File: src/rtl/midi_parser_pkg.sv
// Shared MIDI command codes, parser state encodings and the status-decode record.
package midi_parser_pkg;

    localparam int unsigned MIDI_CMD_SIZE = 4;

    localparam logic [MIDI_CMD_SIZE-1:0] MIDI_CMD_NONE       = 4'd0;
    localparam logic [MIDI_CMD_SIZE-1:0] MIDI_CMD_NOTE_OFF   = 4'd1;
    localparam logic [MIDI_CMD_SIZE-1:0] MIDI_CMD_NOTE_ON    = 4'd2;
    localparam logic [MIDI_CMD_SIZE-1:0] MIDI_CMD_AFTERTOUCH = 4'd3;
    localparam logic [MIDI_CMD_SIZE-1:0] MIDI_CMD_CC         = 4'd4;
    localparam logic [MIDI_CMD_SIZE-1:0] MIDI_CMD_PATCH_CHG  = 4'd5;
    localparam logic [MIDI_CMD_SIZE-1:0] MIDI_CMD_CHAN_PRESS = 4'd6;
    localparam logic [MIDI_CMD_SIZE-1:0] MIDI_CMD_PITCH_BEND = 4'd7;
    localparam logic [MIDI_CMD_SIZE-1:0] MIDI_CMD_SYS_COMMON = 4'd8;
    localparam logic [MIDI_CMD_SIZE-1:0] MIDI_CMD_SYS_RT     = 4'd9;
    localparam logic [MIDI_CMD_SIZE-1:0] MIDI_CMD_SYSEX_END  = 4'd10;

    // Parser states
    localparam logic [1:0] StIdle   = 2'd0;
    localparam logic [1:0] StWaitD0 = 2'd1;
    localparam logic [1:0] StWaitD1 = 2'd2;
    localparam logic [1:0] StSysex  = 2'd3;

    typedef struct packed {
        logic [MIDI_CMD_SIZE-1:0] cmd;
        logic [1:0]               n_data;     // data bytes that follow this status
        logic                     is_rt;      // F8-FF
        logic                     clears_rs;  // F0-F7
    } status_info_t;

endpackage

File: src/rtl/midi_status_decode.sv
// Combinational status-byte classifier: command code, data-byte count and flags.
module midi_status_decode
    import midi_parser_pkg::*;
(
    input  logic [7:0]   status,
    output status_info_t info
);

    // Table lookup on the status byte; non-status bytes decode to NONE
    always_comb begin
        info           = '0;
        info.cmd       = MIDI_CMD_NONE;
        case (status[7:4])
            4'h8: begin info.cmd = MIDI_CMD_NOTE_OFF;   info.n_data = 2'd2; end
            4'h9: begin info.cmd = MIDI_CMD_NOTE_ON;    info.n_data = 2'd2; end
            4'hA: begin info.cmd = MIDI_CMD_AFTERTOUCH; info.n_data = 2'd2; end
            4'hB: begin info.cmd = MIDI_CMD_CC;         info.n_data = 2'd2; end
            4'hC: begin info.cmd = MIDI_CMD_PATCH_CHG;  info.n_data = 2'd1; end
            4'hD: begin info.cmd = MIDI_CMD_CHAN_PRESS; info.n_data = 2'd1; end
            4'hE: begin info.cmd = MIDI_CMD_PITCH_BEND; info.n_data = 2'd2; end
            4'hF: begin
                info.clears_rs = ~status[3];
                case (status[3:0])
                    4'h0:             info.cmd = MIDI_CMD_NONE;  // SysEx start emits nothing
                    4'h1, 4'h3: begin info.cmd = MIDI_CMD_SYS_COMMON; info.n_data = 2'd1; end
                    4'h2:       begin info.cmd = MIDI_CMD_SYS_COMMON; info.n_data = 2'd2; end
                    4'h4, 4'h5, 4'h6: info.cmd = MIDI_CMD_SYS_COMMON;
                    4'h7:             info.cmd = MIDI_CMD_SYSEX_END;
                    default: begin
                        info.cmd   = MIDI_CMD_SYS_RT;
                        info.is_rt = 1'b1;
                    end
                endcase
            end
            default: info.cmd = MIDI_CMD_NONE;
        endcase
    end

endmodule

File: src/rtl/midi_parser.sv
// MIDI byte-stream parser: running status, interleaved real-time bytes, SysEx skipping.
module midi_parser
    import midi_parser_pkg::*;
#(
    parameter bit NOTE_ON_VEL0_AS_OFF = 1'b1
) (
    input  logic                     clk,
    input  logic                     reset,
    input  logic                     uart_rdy,
    input  logic [7:0]               uart_data,
    output logic                     midi_rdy,
    output logic [MIDI_CMD_SIZE-1:0] midi_cmd,
    output logic [3:0]               midi_ch_sysn,
    output logic [6:0]               midi_data0,
    output logic [6:0]               midi_data1,
    output logic                     midi_err
);

    status_info_t info;

    midi_status_decode u_decode (
        .status (uart_data),
        .info   (info)
    );

    logic [1:0]               state_q, state_d;
    logic                     rs_valid_q, rs_valid_d;
    logic                     in_msg_q, in_msg_d;   // a message has started but not completed
    logic [MIDI_CMD_SIZE-1:0] cur_cmd_q, cur_cmd_d;
    logic                     cur_two_q, cur_two_d;
    logic [3:0]               cur_ch_q, cur_ch_d;
    logic [6:0]               d0_q, d0_d;
    logic                     rdy_q, rdy_d;
    logic                     err_q, err_d;
    logic [MIDI_CMD_SIZE-1:0] out_cmd_q, out_cmd_d;
    logic [3:0]               out_ch_q, out_ch_d;
    logic [6:0]               out_d0_q, out_d0_d;
    logic [6:0]               out_d1_q, out_d1_d;

    // Next-state and message assembly for the byte presented this cycle
    always_comb begin
        state_d    = state_q;
        rs_valid_d = rs_valid_q;
        in_msg_d   = in_msg_q;
        cur_cmd_d  = cur_cmd_q;
        cur_two_d  = cur_two_q;
        cur_ch_d   = cur_ch_q;
        d0_d       = d0_q;
        rdy_d      = 1'b0;
        err_d      = 1'b0;
        out_cmd_d  = out_cmd_q;
        out_ch_d   = out_ch_q;
        out_d0_d   = out_d0_q;
        out_d1_d   = out_d1_q;

        if (uart_rdy) begin
            if (uart_data[7]) begin
                if (info.is_rt) begin
                    // Real-time bytes leave all sequencing state alone
                    rdy_d     = 1'b1;
                    out_cmd_d = MIDI_CMD_SYS_RT;
                    out_ch_d  = uart_data[3:0];
                    out_d0_d  = '0;
                    out_d1_d  = '0;
                end else if (uart_data == 8'hF7) begin
                    if (state_q == StSysex) begin
                        rdy_d     = 1'b1;
                        out_cmd_d = MIDI_CMD_SYSEX_END;
                        out_ch_d  = uart_data[3:0];
                        out_d0_d  = '0;
                        out_d1_d  = '0;
                    end else begin
                        err_d = 1'b1;
                    end
                    state_d    = StIdle;
                    rs_valid_d = 1'b0;
                    in_msg_d   = 1'b0;
                end else begin
                    // Any other status also ends a SysEx silently
                    rs_valid_d = ~info.clears_rs;
                    in_msg_d   = 1'b0;
                    cur_cmd_d  = info.cmd;
                    cur_two_d  = (info.n_data == 2'd2);
                    cur_ch_d   = uart_data[3:0];
                    if (info.n_data != 2'd0) begin
                        state_d  = StWaitD0;
                        in_msg_d = 1'b1;
                        err_d    = in_msg_q;
                    end else if (uart_data == 8'hF0) begin
                        state_d = StSysex;
                        err_d   = in_msg_q;
                    end else begin
                        // F4-F6 carry no data; an interrupted partial is dropped silently
                        state_d   = StIdle;
                        rdy_d     = 1'b1;
                        out_cmd_d = info.cmd;
                        out_ch_d  = uart_data[3:0];
                        out_d0_d  = '0;
                        out_d1_d  = '0;
                    end
                end
            end else begin
                case (state_q)
                    StIdle:  err_d = 1'b1;
                    StSysex: err_d = 1'b0;
                    StWaitD0: begin
                        if (cur_two_q) begin
                            d0_d     = uart_data[6:0];
                            state_d  = StWaitD1;
                            in_msg_d = 1'b1;
                        end else begin
                            rdy_d     = 1'b1;
                            out_cmd_d = cur_cmd_q;
                            out_ch_d  = cur_ch_q;
                            out_d0_d  = uart_data[6:0];
                            out_d1_d  = '0;
                            state_d   = rs_valid_q ? StWaitD0 : StIdle;
                            in_msg_d  = 1'b0;
                        end
                    end
                    StWaitD1: begin
                        rdy_d     = 1'b1;
                        out_cmd_d = cur_cmd_q;
                        if (NOTE_ON_VEL0_AS_OFF && cur_cmd_q == MIDI_CMD_NOTE_ON &&
                            uart_data[6:0] == 7'd0) begin
                            out_cmd_d = MIDI_CMD_NOTE_OFF;
                        end
                        out_ch_d = cur_ch_q;
                        out_d0_d = d0_q;
                        out_d1_d = uart_data[6:0];
                        state_d  = rs_valid_q ? StWaitD0 : StIdle;
                        in_msg_d = 1'b0;
                    end
                    default: state_d = StIdle;
                endcase
            end
        end
    end

    // State and output registers with synchronous reset
    always_ff @(posedge clk) begin
        if (reset) begin
            state_q    <= StIdle;
            rs_valid_q <= 1'b0;
            in_msg_q   <= 1'b0;
            cur_cmd_q  <= MIDI_CMD_NONE;
            cur_two_q  <= 1'b0;
            cur_ch_q   <= '0;
            d0_q       <= '0;
            rdy_q      <= 1'b0;
            err_q      <= 1'b0;
            out_cmd_q  <= MIDI_CMD_NONE;
            out_ch_q   <= '0;
            out_d0_q   <= '0;
            out_d1_q   <= '0;
        end else begin
            state_q    <= state_d;
            rs_valid_q <= rs_valid_d;
            in_msg_q   <= in_msg_d;
            cur_cmd_q  <= cur_cmd_d;
            cur_two_q  <= cur_two_d;
            cur_ch_q   <= cur_ch_d;
            d0_q       <= d0_d;
            rdy_q      <= rdy_d;
            err_q      <= err_d;
            out_cmd_q  <= out_cmd_d;
            out_ch_q   <= out_ch_d;
            out_d0_q   <= out_d0_d;
            out_d1_q   <= out_d1_d;
        end
    end

    assign midi_rdy     = rdy_q;
    assign midi_err     = err_q;
    assign midi_cmd     = out_cmd_q;
    assign midi_ch_sysn = out_ch_q;
    assign midi_data0   = out_d0_q;
    assign midi_data1   = out_d1_q;

endmodule

File: config.mk
export PLATFORM = sky130hd
export DESIGN_NAME = midi_parser
export DESIGN_NICKNAME = d
export VERILOG_FILES = /design/src/rtl/midi_parser_pkg.sv /design/src/rtl/midi_status_decode.sv /design/src/rtl/midi_parser.sv
export SDC_FILE = /design/constraint.sdc
export NUM_CORES = 1
export LEC_CHECK = 0
export BUFFER_PORTS_ARGS = -buffer_cell sky130_fd_sc_hd__buf_2
export CAP_MARGIN = 20
export CORE_MARGIN = 2
export CORE_UTILIZATION = 40
export CTS_CLUSTER_DIAMETER = 80
export DETAILED_ROUTE_END_ITERATION = 7
export GPL_TIMING_DRIVEN = 0
export HOLD_SLACK_MARGIN = 0.12
export SLEW_MARGIN = 20
export SYNTH_ARGS = -nofsm -noshare
export SYNTH_HDL_FRONTEND = slang
export SYNTH_SLANG_ARGS = --single-unit
File: constraint.sdc
create_clock -name clk -period 3.4 [get_ports clk]
set_input_delay 0.68 -clock clk [delete_from_list [all_inputs] [get_ports clk]]
set_output_delay 0.68 -clock clk [all_outputs]
set_load 0.01 [all_outputs]
* Word-level counts from Yosys, hierarchy flattened
Cells that the tools add are included.
Word-level totals: flip-flop bits (word level) 44, input bits 11, output and inout port bits 24, logic and storage cells 127
Cells by class: equality and inequality tests 27, mux-type cells 64, bitwise operators 6, reduce and logical (&&, ||, !) cells 17
Operator list (count):
- $mux 7 | 9
- $mux 4 | 15
- $eq 4x4->1 const B | 8
- $pmux 4 s8 | 1
- $pmux 7 s2 | 2
- $mux 1 | 22
- $eq 4x3->1 const B | 4
- $eq 8x8->1 const B | 2
- $pmux 4 s2 | 2
- $mux 2 | 7
- $eq 4x2->1 const B | 3
- $pmux 4 s3 | 1
- $ne 4x4->1 const B | 2
- $pmux 2 s2 | 2
- $reduce_and 4->1 | 2
- $reduce_or 8->1 | 1
- $logic_not 7->1 | 1
- $eq 2x2->1 const B | 3
- $not 1->1 | 6
- $pmux 2 s3 | 1
- $reduce_and 3->1 | 2
- $reduce_and 6->1 | 1
- $reduce_or 2->1 | 3
- $reduce_or 6->1 | 1
- 12 further kinds | 13

* Longest topological paths before layout
depth in word-level cells 9, gate-level depth with buffers 8

* Modules after synthesis
Synthesis repeated with hierarchy kept, for this count alone.
Unflattened totals: cell total of the unflattened synthesis 254, area total of the unflattened synthesis 2268.4 um^2
By module, submodules not included:
- midi_parser | instances 1, cells each 233, area an instance 2130.8 um^2, seq. area each 880.8 um^2
- midi_status_decode | instances 1, cells each 21, area an instance 137.6 um^2, seq. area each 0.0 um^2

* Worst setup path before layout
Ideal clock, no wire load.
path type input port to flip-flop, start input port uart_data[7], end register out_cmd_q[2], in the netlist midi_cmd[2], library setup time 0.132 ns, arrival time 1.912 ns, path slack 1.356 ns, stages 7, path buffers 3, cells stage by stage buf_2 nand4_2 or4b_1 buf_2 buf_6 nand3_2 a21oi_1
Between the ends: longest elaborated chain between the ends 7, elaborated cells on any way between the ends 27, classes of those cells eq/ne (14); mux (8); reduce/logical (5)
Ends and longest elaborated chain:
- start, declared | RTL line midi_parser.sv:10 | input logic [7:0] uart_data,
- branches (longest 7 deep; another with $reduce_and 6->1)
- end signal, assigned | RTL line midi_parser.sv:166 | out_cmd_q <= out_cmd_d;
- end, declared | RTL line midi_parser.sv:35 | logic [MIDI_CMD_SIZE-1:0] out_cmd_q, out_cmd_d;
Several ways; the timed one is not identified. The select of a mux whose other input is x is not followed. A chain may end at the register's enable or synchronous reset.

* Worst setup path in the final report
start register state_q[0], end register out_d1_q[0], in the netlist midi_data1[0]
Between the ends: longest elaborated chain between the ends 3, elaborated cells on any way between the ends 9, classes of those cells eq/ne (5); mux (2); reduce/logical (2)
Ends and longest elaborated chain:
- start, declared | RTL line midi_parser.sv:26 | logic [1:0] state_q, state_d;
- start signal, assigned | RTL line midi_parser.sv:143 | state_q <= StIdle;
- start signal, assigned | RTL line midi_parser.sv:157 | state_q <= state_d;
- $eq 2x2->1 (tied with other cells) | RTL line midi_parser.sv:66 | if (state_q == StSysex) begin
- $ne 4x3->1 (no line) (tied with other cells)
- $reduce_and 6->1 (no line) or $mux 7 (tied branches)
- end signal, assigned | RTL line midi_parser.sv:169 | out_d1_q <= out_d1_d;
- end, declared | RTL line midi_parser.sv:38 | logic [6:0] out_d1_q, out_d1_d;
Parallel ways exist; a longest one is shown, timed or not.

==> impl_metrics.csv <==
group,metric,value,unit
setup_path,worstPathCellList,"inv_1 -> ha_1 -> nor2b_1 -> o21ai_1 -> buf_2 -> buf_2 -> nand3_2 -> a21oi_1",
setup_path,critPathTopFamily,"buffers and inverters",
sta,fin_crit_sh,63.29,%
power_and_ir_drop,p_clk_share,31.9,%
logic_synthesis,yosysTopAreaCellShare,38.98,%
clock_network,path_clk_slew,80,ps
global_route,antenna_found_initial,0,
sta,totalNegativeSetupSlack,0,ps
sta,tightest_slew,784.4,ps
clock_network,cts_buffer_depth,2,
sta,period_needed,2152,ps
power_and_ir_drop,vdd_drop_max,0.0001760,V
logic_synthesis,synth_top_area_cell,"dfxtp_1",
logic_synthesis,yosysSeqAreaShare,38.98,%
clock_network,insertion_delay,300,ps
drt,drc,0,
setup_path,reg2reg_setup_slack,1250,ps
setup_path,crit_fanout,10,
drt,post_drt_wl_per_cell,15.86,um
floorplan,num_io_pins,35,
logic_synthesis,synth_edf_count,0,
outcome,status,"finished, final reports clean",
global_route,gr-usage-all-layers,19.97,%
logic_synthesis,synth_commonest_cells,"dfxtp_1, a21oi_1, nor2_1",
hold_path,hold_class,"flop to flop",
clock_network,cts_resized,0,
sta,final_max_slew_viol_count,0,
clock_network,h-tree-depth,2,
logic_synthesis,yosys-top-cells-area,"dfxtp_1, a21oi_1, mux2i_1",
layout,drive_above_1_share,20.79,%
layout,nNetsFinal,317,
sta,fmax,0.4647,GHz
setup_path,crit_top_cell,"buf_2",
drt,routed_wirelength,5947,um
drt,vias_per_cell,5.600,
job,drv_cap,0,
placement,hpwl,4164,um
setup_path,worstPathRequired,3630,ps
layout,n_antenna_cell,0,
layout,area_growth,14.84,%
sta,setup_violations,0,
drt,drt_iter0_drc,104,
power_and_ir_drop,switchingPower,296.4,uW
setup_path,end_kind,"flop",
global_route,grt_max_degree,14,
logic_synthesis,synth_warnings,0,
floorplan,row_count,27,
sta,relSlewSlack,47.22,%
logic_synthesis,post-synth-top-count-cell,"dfxtp_1",
clock_network,holdBufCountCts,0,
power_and_ir_drop,power,1035,uW
layout,utilization,47.42,%
logic_synthesis,syn_inst,263,
clock_network,post_cts_buffers,0,
floorplan,design.core.area,5473,sq um
setup_path,critPathLaunchType,"flop",
sta,whs,458.4,ps
floorplan,die_area,6266,sq um
global_route,grt_pass1_vias,1975,
setup_path,critPathBufInv,3,
logic_synthesis,ys_types,44,
setup_path,path_class,"flop to flop",
power_and_ir_drop,swShare,28.64,%
logic_synthesis,syn_area,2260,sq um
setup_path,slowest_stage,"dfxtp_1",
sta,hold_violations,0,
setup_path,critPathMaxStageDelay,380,ps
floorplan,initial_core_util,41.29,%
global_route,overflow,0,
drt,drtPass1Iterations,4,
clock_network,cts_sinks,44,
global_route,grt_pass1_wl,9625,um
floorplan,die_h,79.16,um
logic_synthesis,synthFlopType,"dfxtp_1",
logic_synthesis,synth_async_sr_flop_share,0,%
clock_network,cts_buffers,5,
clock_network,cts_tree,"done",
clock_network,root_buffer,"clkbuf_8",
power_and_ir_drop,combPwrFrac,15.7,%
placement,port_buffers,32,
logic_synthesis,avgSynthCellArea,8.592,sq um
logic_synthesis,ys_ff_latch,44,
power_and_ir_drop,p_leak,0.001003,uW
sta,finalClockSkew,4.447,ps
drt,postRouteAntennaNets,0,
drt,dr_total_vias,2100,
setup_path,arrival,2380,ps
power_and_ir_drop,p_per_area,398.8,nW/um^2
floorplan,die-width,79.16,um
sta,rsz0062_at_grt,"false",
power_and_ir_drop,intPower,738.4,uW
placement,gp_congestion,0.8667,
power_and_ir_drop,seqPwrFrac,52.4,%
logic_synthesis,syn_nets,278,
==> power groups by stage <==
stage | clock network, uW | registers [uW] | logic (uW)
2_1_floorplan | 0 | 558 | 106
3_3_place_gp | 0 | 555 | 160
3_5_place_dp | 0 | 555 | 161
4_1_cts | 339 | 543 | 162
5_1_grt | 361 | 545 | 179
6_report | 330 | 542 | 163
==> state kept, by name, summed over array words and instances (netlist names) <==
signal / flops
midi_data0: 7
midi_ch_sysn: 4
d0_q: 7
cur_ch_q: 4
state_q: 2
cur_two_q: 1
rs_valid_q: 1
in_msg_q: 1
midi_data1: 7
midi_cmd: 4
cur_cmd_q: 4
midi_err: 1
midi_rdy: 1
==> stage by stage <==
stage | cell area [sq um] | instances | worst slack, ps
global route | 2595 | 375 | 952.1
detailed placement | 2510 | 367 | 1064
global placement | 2510 | 367 | 1092
floorplan | 2260 | 263 | 1356
finish | 2595 | 375 | 1248
CTS | 2595 | 375 | 1254
==> area by class of cell <==
cell class	count	area, sq um
Tap cell	72	90.09
Multi-Input combinational cell	188	1246
Inverter	6	22.52
Timing Repair Buffer	32	160.2
Clock buffer	7	76.32
Sequential cell	44	880.8
Clock inverter	1	8.758
Buffer	25	110.1
Fill cell	578	2878
==> tightest hold or removal path, delay by kind of cell, from the launching register on <==
family,cells,cell delay (ps)
simple gates,1,50
flops,1,320
compound gates,1,50
==> placed cells by master (no fill, tap or decap), types with 9 or more instances in the layout <==
master,instances
nand3_1,9
dfxtp_1,44
mux2i_1,16
nor3_1,12
nor2_1,20
a21oi_1,32
or3_1,9
nand2_1,12
clkbuf_1,17
nand3_2,10
buf_2,39
==> routing by layer <==
layer | up-vias | track usage, % | part of all wire [%]
met5 | - | 0 | 0
met4 | 0 | 7.414 | 1.3
met3 | 8 | 4.318 | 4.8
met2 | 61 | 31.95 | 46
met1 | 993 | 26.39 | 48
li1 | 1038 | - | -
==> cell families after synthesis <==
kind of cell | Yosys count | share of synthesized area (%)
AND/OR/NAND/NOR | 96 | 25.64
buffers and inverters | 31 | 5.869
flip-flops | 44 | 38.98
adder cells (fa/ha/maj) | 4 | 2.215
AO/OA/AOI/OAI | 71 | 19.82
XOR/XNOR | 1 | 0.3877
multiplexers | 16 | 7.087
==> path summary, 6_finish.rpt <==
| path | to | cells past startpoint | from |
|---|---|---|---|
| worst max-delay path | midi_data1[0] | 8 | state_q[0] |
| worst min register to register | cur_ch_q[0] | 2 | cur_ch_q[0] |
| worst max register to register | midi_data1[0] | 8 | state_q[0] |
| worst min-delay path | cur_ch_q[0] | 2 | cur_ch_q[0] |
No activity file was read; power rests on OpenSTA's default activity.
